## config.mk

```make
export PLATFORM = sky130hd
export DESIGN_NAME = writeback_flat
export DESIGN_NICKNAME = d
export VERILOG_FILES = /design/src/rtl/pa_pkg.sv /design/src/rtl/writeback_if.sv /design/src/rtl/regfile_2r1w.sv /design/src/rtl/writeback.sv /design/src/flat_wrapper.sv
export SDC_FILE = /design/constraint.sdc
export NUM_CORES = 2
export LEC_CHECK = 0
export CAP_MARGIN = 20
export CORE_UTILIZATION = 31
export CTS_CLUSTER_DIAMETER = 40
export DETAILED_ROUTE_END_ITERATION = 7
export GPL_TIMING_DRIVEN = 0
export PLACE_DENSITY = 0.53
export SYNTH_ARGS = -nofsm -noshare
export SYNTH_HDL_FRONTEND = slang
export SYNTH_SLANG_ARGS = --single-unit
```

## constraint.sdc

```tcl
create_clock -name clk -period 33.2 [get_ports clk]
set_input_delay 3.32 -clock clk [delete_from_list [all_inputs] [get_ports clk]]
set_output_delay 3.32 -clock clk [all_outputs]
set_load 0.02 [all_outputs]
```

## src/rtl/pa_pkg.sv

```systemverilog
// Shared constants and the pending-write record used across the add datapath
// (decode, execute, writeback).
package pa_pkg;
  localparam int DATA_W = 32;
  localparam int NREGS  = 32;
  localparam int ADDR_W = $clog2(NREGS);
  localparam int CNT_W  = 32;

  typedef struct packed {
    logic              valid;
    logic [ADDR_W-1:0] dest;
    logic [DATA_W-1:0] data;
  } pend_t;
endpackage

```

## src/rtl/writeback_if.sv

```systemverilog
// Write-source bundle into writeback: the ALU offer with its ready reply, and
// the load request.
//
// Handshake: an ALU transfer happens on a rising edge where ex_valid and
// wb_ready are both high. While ex_valid is high and wb_ready is low, the
// master holds ex_dest and ex_result stable. Loads carry no ready and are
// always taken.
interface writeback_if;
  import pa_pkg::*;

  logic              ex_valid;
  logic [ADDR_W-1:0] ex_dest;
  logic [DATA_W-1:0] ex_result;
  logic              wb_ready;
  logic              ld_valid;
  logic [ADDR_W-1:0] ld_dest;
  logic [DATA_W-1:0] ld_data;

  modport master (
    output ex_valid, ex_dest, ex_result, ld_valid, ld_dest, ld_data,
    input  wb_ready
  );

  modport slave (
    input  ex_valid, ex_dest, ex_result, ld_valid, ld_dest, ld_data,
    output wb_ready
  );
endinterface

```

## src/rtl/regfile_2r1w.sv

```systemverilog
// Architectural register file with two combinational read ports and one
// synchronous write port. Register 0 reads as zero and is never written.
module regfile_2r1w
  import pa_pkg::*;
(
  input  logic              clk,
  input  logic              rst,
  input  logic              we,
  input  logic [ADDR_W-1:0] waddr,
  input  logic [DATA_W-1:0] wdata,
  input  logic [ADDR_W-1:0] raddr_a,
  output logic [DATA_W-1:0] rdata_a,
  input  logic [ADDR_W-1:0] raddr_b,
  output logic [DATA_W-1:0] rdata_b
);
  logic [DATA_W-1:0] mem [NREGS];

  always_ff @(posedge clk or posedge rst) begin
    if (rst) begin
      for (int i = 0; i < NREGS; i++) mem[i] <= '0;
    end else if (we && (waddr != '0)) begin
      mem[waddr] <= wdata;
    end
  end

  assign rdata_a = (raddr_a == '0) ? '0 : mem[raddr_a];
  assign rdata_b = (raddr_b == '0) ? '0 : mem[raddr_b];
endmodule

```

## src/rtl/writeback.sv

```systemverilog
// Writeback stage: arbitrates load vs. ALU writes into a one-deep pending
// latch, commits it to the register file and bypasses it to the read ports.
module writeback
  import pa_pkg::*;
(
  input  logic              clk,
  input  logic              rst,
  writeback_if.slave        wb,
  input  logic [ADDR_W-1:0] rd_addr_a,
  output logic [DATA_W-1:0] rd_data_a,
  input  logic [ADDR_W-1:0] rd_addr_b,
  output logic [DATA_W-1:0] rd_data_b,
  output logic [CNT_W-1:0]  retired
);
  pend_t             pend;
  logic [DATA_W-1:0] rf_data_a;
  logic [DATA_W-1:0] rf_data_b;

  // Loads always win; the ALU simply waits for a cycle with no load.
  assign wb.wb_ready = ~wb.ld_valid;

  always_ff @(posedge clk or posedge rst) begin
    if (rst) begin
      pend <= '0;
    end else if (wb.ld_valid) begin
      pend <= '{valid: 1'b1, dest: wb.ld_dest, data: wb.ld_data};
    end else if (wb.ex_valid) begin
      pend <= '{valid: 1'b1, dest: wb.ex_dest, data: wb.ex_result};
    end else begin
      pend.valid <= 1'b0;
    end
  end

  // Writes to register 0 are dropped by the array but still retire.
  always_ff @(posedge clk or posedge rst) begin
    if (rst) begin
      retired <= '0;
    end else if (pend.valid) begin
      retired <= retired + CNT_W'(1);
    end
  end

  regfile_2r1w u_regfile (
    .clk     (clk),
    .rst     (rst),
    .we      (pend.valid),
    .waddr   (pend.dest),
    .wdata   (pend.data),
    .raddr_a (rd_addr_a),
    .rdata_a (rf_data_a),
    .raddr_b (rd_addr_b),
    .rdata_b (rf_data_b)
  );

  function automatic logic [DATA_W-1:0] read_port(
    input logic [ADDR_W-1:0] addr,
    input logic [DATA_W-1:0] rf_data,
    input pend_t             p
  );
    if (addr == '0)                  return '0;
    else if (p.valid && p.dest == addr) return p.data;
    else                             return rf_data;
  endfunction

  assign rd_data_a = read_port(rd_addr_a, rf_data_a, pend);
  assign rd_data_b = read_port(rd_addr_b, rf_data_b, pend);
endmodule

```

## src/flat_wrapper.sv

```systemverilog
// flat-port wrapper written by rule: the top's interface ports become plain ports
module writeback_flat import pa_pkg::*;
  (clk, rst, rd_addr_a, rd_data_a, rd_addr_b, rd_data_b, retired, wb_ex_valid, wb_ex_dest, wb_ex_result, wb_ld_valid, wb_ld_dest, wb_ld_data, wb_wb_ready);
  writeback_if wb_i ();
  input  logic clk;
  input  logic rst;
  input  logic [ADDR_W-1:0] rd_addr_a;
  output logic [DATA_W-1:0] rd_data_a;
  input  logic [ADDR_W-1:0] rd_addr_b;
  output logic [DATA_W-1:0] rd_data_b;
  output logic [CNT_W-1:0] retired;
  input wire logic [$bits(wb_i.ex_valid)-1:0] wb_ex_valid;
  input wire logic [$bits(wb_i.ex_dest)-1:0] wb_ex_dest;
  input wire logic [$bits(wb_i.ex_result)-1:0] wb_ex_result;
  input wire logic [$bits(wb_i.ld_valid)-1:0] wb_ld_valid;
  input wire logic [$bits(wb_i.ld_dest)-1:0] wb_ld_dest;
  input wire logic [$bits(wb_i.ld_data)-1:0] wb_ld_data;
  output wire logic [$bits(wb_i.wb_ready)-1:0] wb_wb_ready;
  assign wb_i.ex_valid = wb_ex_valid;
  assign wb_i.ex_dest = wb_ex_dest;
  assign wb_i.ex_result = wb_ex_result;
  assign wb_i.ld_valid = wb_ld_valid;
  assign wb_i.ld_dest = wb_ld_dest;
  assign wb_i.ld_data = wb_ld_data;
  assign wb_wb_ready = wb_i.wb_ready;
  writeback u_core (.clk(clk), .rst(rst), .wb(wb_i), .rd_addr_a(rd_addr_a), .rd_data_a(rd_data_a), .rd_addr_b(rd_addr_b), .rd_data_b(rd_data_b), .retired(retired));
endmodule
```

== Word-level counts from Yosys, hierarchy flattened ==
Cells that the tools add are included.
Word-level totals
  bits in registers: 1094
  input port bits: 88
  output and inout port bits: 97
  logic and storage cells: 71
Cells by class
  add/subtract/negate cells: 1
  $lt $le $gt $ge: 4
  eq/ne operators: 2
  mux-type cells: 16
  bitwise operators: 4
  reductions and logical operators: 8
Operators by type and width (number)
  $bwmux W1024: 1
  $bmux W32 S5: 2
  $mux W32: 9
  $demux W32 S5: 1
  $mux W38: 1
  $mux W37: 1
  $add A32 B1 Y32 const B: 1
  $ge A6 B6 Y1 const B: 3
  $not A5 Y6: 3
  $eq A5 B5 Y1: 2
  $logic_not A5 Y1: 2
  $lt A6 B1 Y1 const B: 1
  $reduce_bool A5 Y1: 1
  $logic_and A1 B1 Y1: 4
  $reduce_bool A2 Y1: 1
  $mux W1: 1
  $not A1 Y1: 1

== Longest topological paths before layout ==
  depth in word-level cells: 6
  depth in mapped cells: 9
  depth with buffers taken out: 6

== Hierarchy ==
Synthesis repeated with hierarchy kept, for this count alone.
Second synthesis, totals
  cells, all modules: 4338
  area total of the unflattened synthesis: 59164.2 µm²
Modules (own cells, without submodules)
  regfile_2r1w: times used 1, cells each 3797, area an instance 54656.2 µm², sequential area each 25624.6 µm²
  writeback: times used 1, cells each 541, area an instance 4508.1 µm², sequential area each 1751.7 µm²

== Worst setup path before layout ==
No wires, ideal clock.
  path type: input port to output port
  start: input port rd_addr_b[1]
  end: output port rd_data_b[11]
  data arrival time: 5.068 ns
  data required time: 29.880 ns
  slack: 24.812 ns
  stages on the path: 7
  path buffers: 3
  cell sequence: buf_4 buf_2 buf_1 mux4_2 mux4_2 a32oi_1 nand2_1
On the way
  word-level cells in the longest chain between the ends: 6
  elaborated cells between the ends (all ways): 9
  classes of those cells: eq/ne: 1; mux: 5; bitwise: 1; reduce/logical: 2
Ends and longest elaborated chain
  start, declared: line flat_wrapper.sv:9  | input logic [ADDR_W-1:0] rd_addr_b;
  $not A5 Y6 (implied by the code): line regfile_2r1w.sv:27  | assign rdata_b = (raddr_b == '0) ? '0 : mem[raddr_b];
  $bmux W32 S5: line regfile_2r1w.sv:27
  $mux W32 (implied by the code) (2 in a row): line regfile_2r1w.sv:27
  $mux W32: line writeback.sv:61  | else if (p.valid && p.dest == addr) return p.data;
  $mux W32 *: line writeback.sv:60  | if (addr == '0) return '0;
  end, declared: line flat_wrapper.sv:10  | output logic [DATA_W-1:0] rd_data_b;
Mark *: on every way between the ends. The rest lies on a longest branch, timed or not. The select of a mux whose other input is x is not followed.

== Worst setup path in the final report ==
  start: input port rd_addr_a[1]
  end: output port rd_data_a[23]
On the way
  word-level cells in the longest chain between the ends: 6
  elaborated cells between the ends (all ways): 9
  classes of those cells: eq/ne: 1; mux: 5; bitwise: 1; reduce/logical: 2
Ends and longest elaborated chain
  start, declared: line flat_wrapper.sv:7  | input logic [ADDR_W-1:0] rd_addr_a;
  $not A5 Y6 (implied by the code): line regfile_2r1w.sv:26  | assign rdata_a = (raddr_a == '0) ? '0 : mem[raddr_a];
  $bmux W32 S5: line regfile_2r1w.sv:26
  $mux W32 (implied by the code) (2 in a row): line regfile_2r1w.sv:26
  $mux W32: line writeback.sv:61
  $mux W32 *: line writeback.sv:60
  end, declared: line flat_wrapper.sv:8  | output logic [DATA_W-1:0] rd_data_a;
Marked as above.

==> impl_metrics.csv <==
group,metric,value,unit
clock_network,cts-root-buf,"clkbuf_16",
logic_synthesis,synth_area_per_cell,14.44,um2
timing,min_period,12.18,ns
global_route,grt_use_met3,9.198,%
power_and_ir_drop,ir_drop,65.45,uV
min_path,holdPathStages,1,
drt,wl,283500,um
clock_network,ctsHtreeMaxLevel,4,
timing,fmax,82.07,MHz
placed_design,gp_congestion,1.025,
logic_synthesis,yosysTopAreaCellShare,46.90,%
placed_design,placed_cell_area,65130,um2
critical_path,criticalPathCategory,"in2out",
finish,nets,4602,
clock_network,cts_hold_buffers,0,
placed_design,dpl.hpwl,202800,um
logic_synthesis,synth_most_common_cell,"dfrtp_1",
drt,wire_per_inst,39.62,um
floorplanning,die_x,435.9,um
logic_synthesis,netlist_instances,4043,
critical_path,reg2reg_to,"u_core.u_regfile.mem[526]",
placed_design,port_buffers,178,
logic_synthesis,yosys_most_used_dff,"dfrtp_1",
finish,syn2layout_area_growth,22.86,%
clock_network,clkSlewWorstSetupHoldPaths,0.05,ns
logic_synthesis,synth-seq-cells,1094,
job,drv_cap,0,
power_and_ir_drop,p_total,5604,uW
timing,fin_skew,0.04293,ns
floorplanning,boundaryPins,185,
min_path,worstHoldStart,"u_core.retired[31]",
critical_path,startpoint_type,"input port",
finish,nFillCells,17720,
global_route,busiest_layer,"met2",
drt,num_vias,43300,
finish,drive_above_1_share,46.40,%
outcome,status,"finished, final reports clean",
global_route,met1_usage,36.35,%
clock_network,clkLatencyLatePin,0.85,ns
logic_synthesis,seq_area_frac_synth,46.90,%
drt,drc,0,
critical_path,crit_required,29.88,ns
min_path,hold_class,"reg2reg",
clock_network,cts_tree,"done",
logic_synthesis,synth_top_area_cell,"dfrtp_1",
timing,hold_viol,0,
drt,first_iter_violations,5439,
logic_synthesis,ys_top_cells_by_count,"1094 x dfrtp_1, 1089 x mux2_2, 449 x mux4_2, 218 x clkbuf_1, 170 x mux2i_1",
timing,period_share,36.70,%
timing,slew_headroom,9.463,%
clock_network,cts_made_buffers,176,
global_route,antenna_found_initial,19,
timing,setup_viol,0,
logic_synthesis,ys_async_sr_fraction,100.0,%
global_route,grt_pass1_vias,43030,
global_route,met2_usage,43.29,%
global_route,grt_usage,29.49,%
critical_path,r2r-start,"u_core.pend[37]",
floorplanning,core,186200,um2
global_route,grt_max_degree,43,
critical_path,crit_path_start,"rd_addr_a[1]",
floorplanning,die_h,435.9,um
logic_synthesis,synth_edf_count,0,
critical_path,crit_fanout,10,
floorplanning,initial_core_util,31.34,%
logic_synthesis,synthDistinctLibCells,59,
global_route,grt_pass1_wl,381000,um
logic_synthesis,yosys_warnings,0,
floorplanning,die_area,190000,um2
clock_network,post_cts_buffers,0,
clock_network,clock-sinks,1094,
critical_path,worst-endpoint-arrival,8.86,ns
logic_synthesis,syn_nets,4132,
logic_synthesis,synth.top_cells.by_area,"dfrtp_1 47%, mux2_2 21%, mux4_2 17%",
drt,dr.pass1.iters,6,
drt,viasPerCell,6.051,
drt,drtAntennaViolNets,0,
logic_synthesis,synth_area,58370,um2
timing,tightest_slew,1.353,ns
critical_path,r2r_slack,29.63,ns
floorplanning,rows,158,
timing,fin_tns_setup,0,ns
global_route,grt-ovfl-total,0,
timing,slew_violations,0,
clock_network,ctsLongestPathBuffers,3,
power_and_ir_drop,power.leakage,0.03071,uW
min_path,min_to,"u_core.retired[31]",
power_and_ir_drop,power_density,78.14,nW/um2
timing,grt_setup_unrepaired,"false",
critical_path,worst-r2r-cell-count,5,
clock_network,post_cts_resized,0,
finish,final_area,71710,um2
critical_path,cp-end-kind,"primary output",
[routing by layer]
| metal | part of all wire (%) | vias up |
|---|---|---|
| met1 | 38 | 23250 |
| met3 | 10 | 825 |
| met5 | 0.088 | - |
| met2 | 43 | 2682 |
| met4 | 8.6 | 18 |
| li1 | - | 16520 |
[sequential cells by signal, indices dropped and copies added (netlist names)]
| signal | flops |
|---|---|
| u_core.retired | 32 |
| u_core.pend | 38 |
| u_core.u_regfile.mem | 1024 |
[placed cells by master (no fill, tap or decap), types with 23 or more instances in the layout]
cell type	instances
clkdlybuf4s50_1	178
buf_4	31
buf_1	55
a22oi_1	47
o22ai_1	54
mux2_2	1089
xor2_1	23
buf_12	29
nor2_1	80
nand2_1	137
mux2i_1	170
nor3_1	23
a21oi_1	25
clkbuf_16	176
buf_6	24
mux4_2	449
buf_2	117
nor2b_1	25
bufinv_16	30
nand3_1	37
clkbuf_1	220
dfrtp_1	1094
and3_1	25
buf_8	71
o21ai_0	72
[kinds of logic (layout without fill, tap and decap cells)]
kind of cell	count (synthesis)	in the layout	share of synthesized area (%)
AOI/OAI and AO/OA	355	355	4.332
xor gates and xnor gates	40	40	0.6002
adders and majority gates	1	1	0.02143
buffers and inverters	446	1067	3.595
DFF	1094	1094	46.90
muxes	1709	1709	41.27
other	0	11	0
and+or+nand+nor	398	398	3.282
[stage by stage]
| step | instances | utilization, % | hold slack, ns | setup slack [ns] |
|---|---|---|---|---|
| 2_1_floorplan | 4043 | - | 0.4413 | 14.79 |
| 3_3_place_gp | 6701 | 33.97 | 0.4522 | 6.915 |
| 3_5_place_dp | 6809 | 34.97 | 0.4658 | 21.37 |
| 4_1_cts | 7138 | 38.45 | 0.4761 | 21.35 |
| 5_1_grt | 7146 | 38.50 | 0.5001 | 21.27 |
| 6_report | 7155 | 38.51 | 0.4695 | 21.02 |
[how the worst max path moves through the flow]
stage / to / depth (start not counted)
after floorplan: u_core.pend[0] / 1
after global placement: u_core.u_regfile.mem[123] / 2
after detailed placement: rd_data_a[19] / 9
after CTS: rd_data_a[19] / 9
after global routing: rd_data_a[20] / 9
final: rd_data_a[23] / 9
[worst max-delay path, stage by stage]
cell and delay [ns]:
clkdlybuf4s50_1 0.75, buf_2 0.30, buf_2 0.67, buf_2 0.84, buf_2 0.76, nor2_1 0.15
a221oi_1 1.00, a31oi_1 0.36, clkdlybuf4s50_1 0.67
[area by class of cell]
class	instances	area (um2)	area share [%]
Sequential cell	1094	27380	38.18
Tap cell	2480	3103	4.327
Clock inverter	125	1856	2.587
Multi-Input combinational cell	2503	28910	40.32
Antenna cell	11	27.53	0.03838
Buffer	440	2096	2.922
Timing Repair Buffer	292	3697	5.156
Clock buffer	204	4619	6.442
Inverter	6	26.28	0.03664
[power breakdown]
group          internal, uW  total (uW)  switching, uW
combinational           825        1460            638
sequential             1780        2120            342
clock                  1250        2020            769
(Power assumes the default switching activity.)
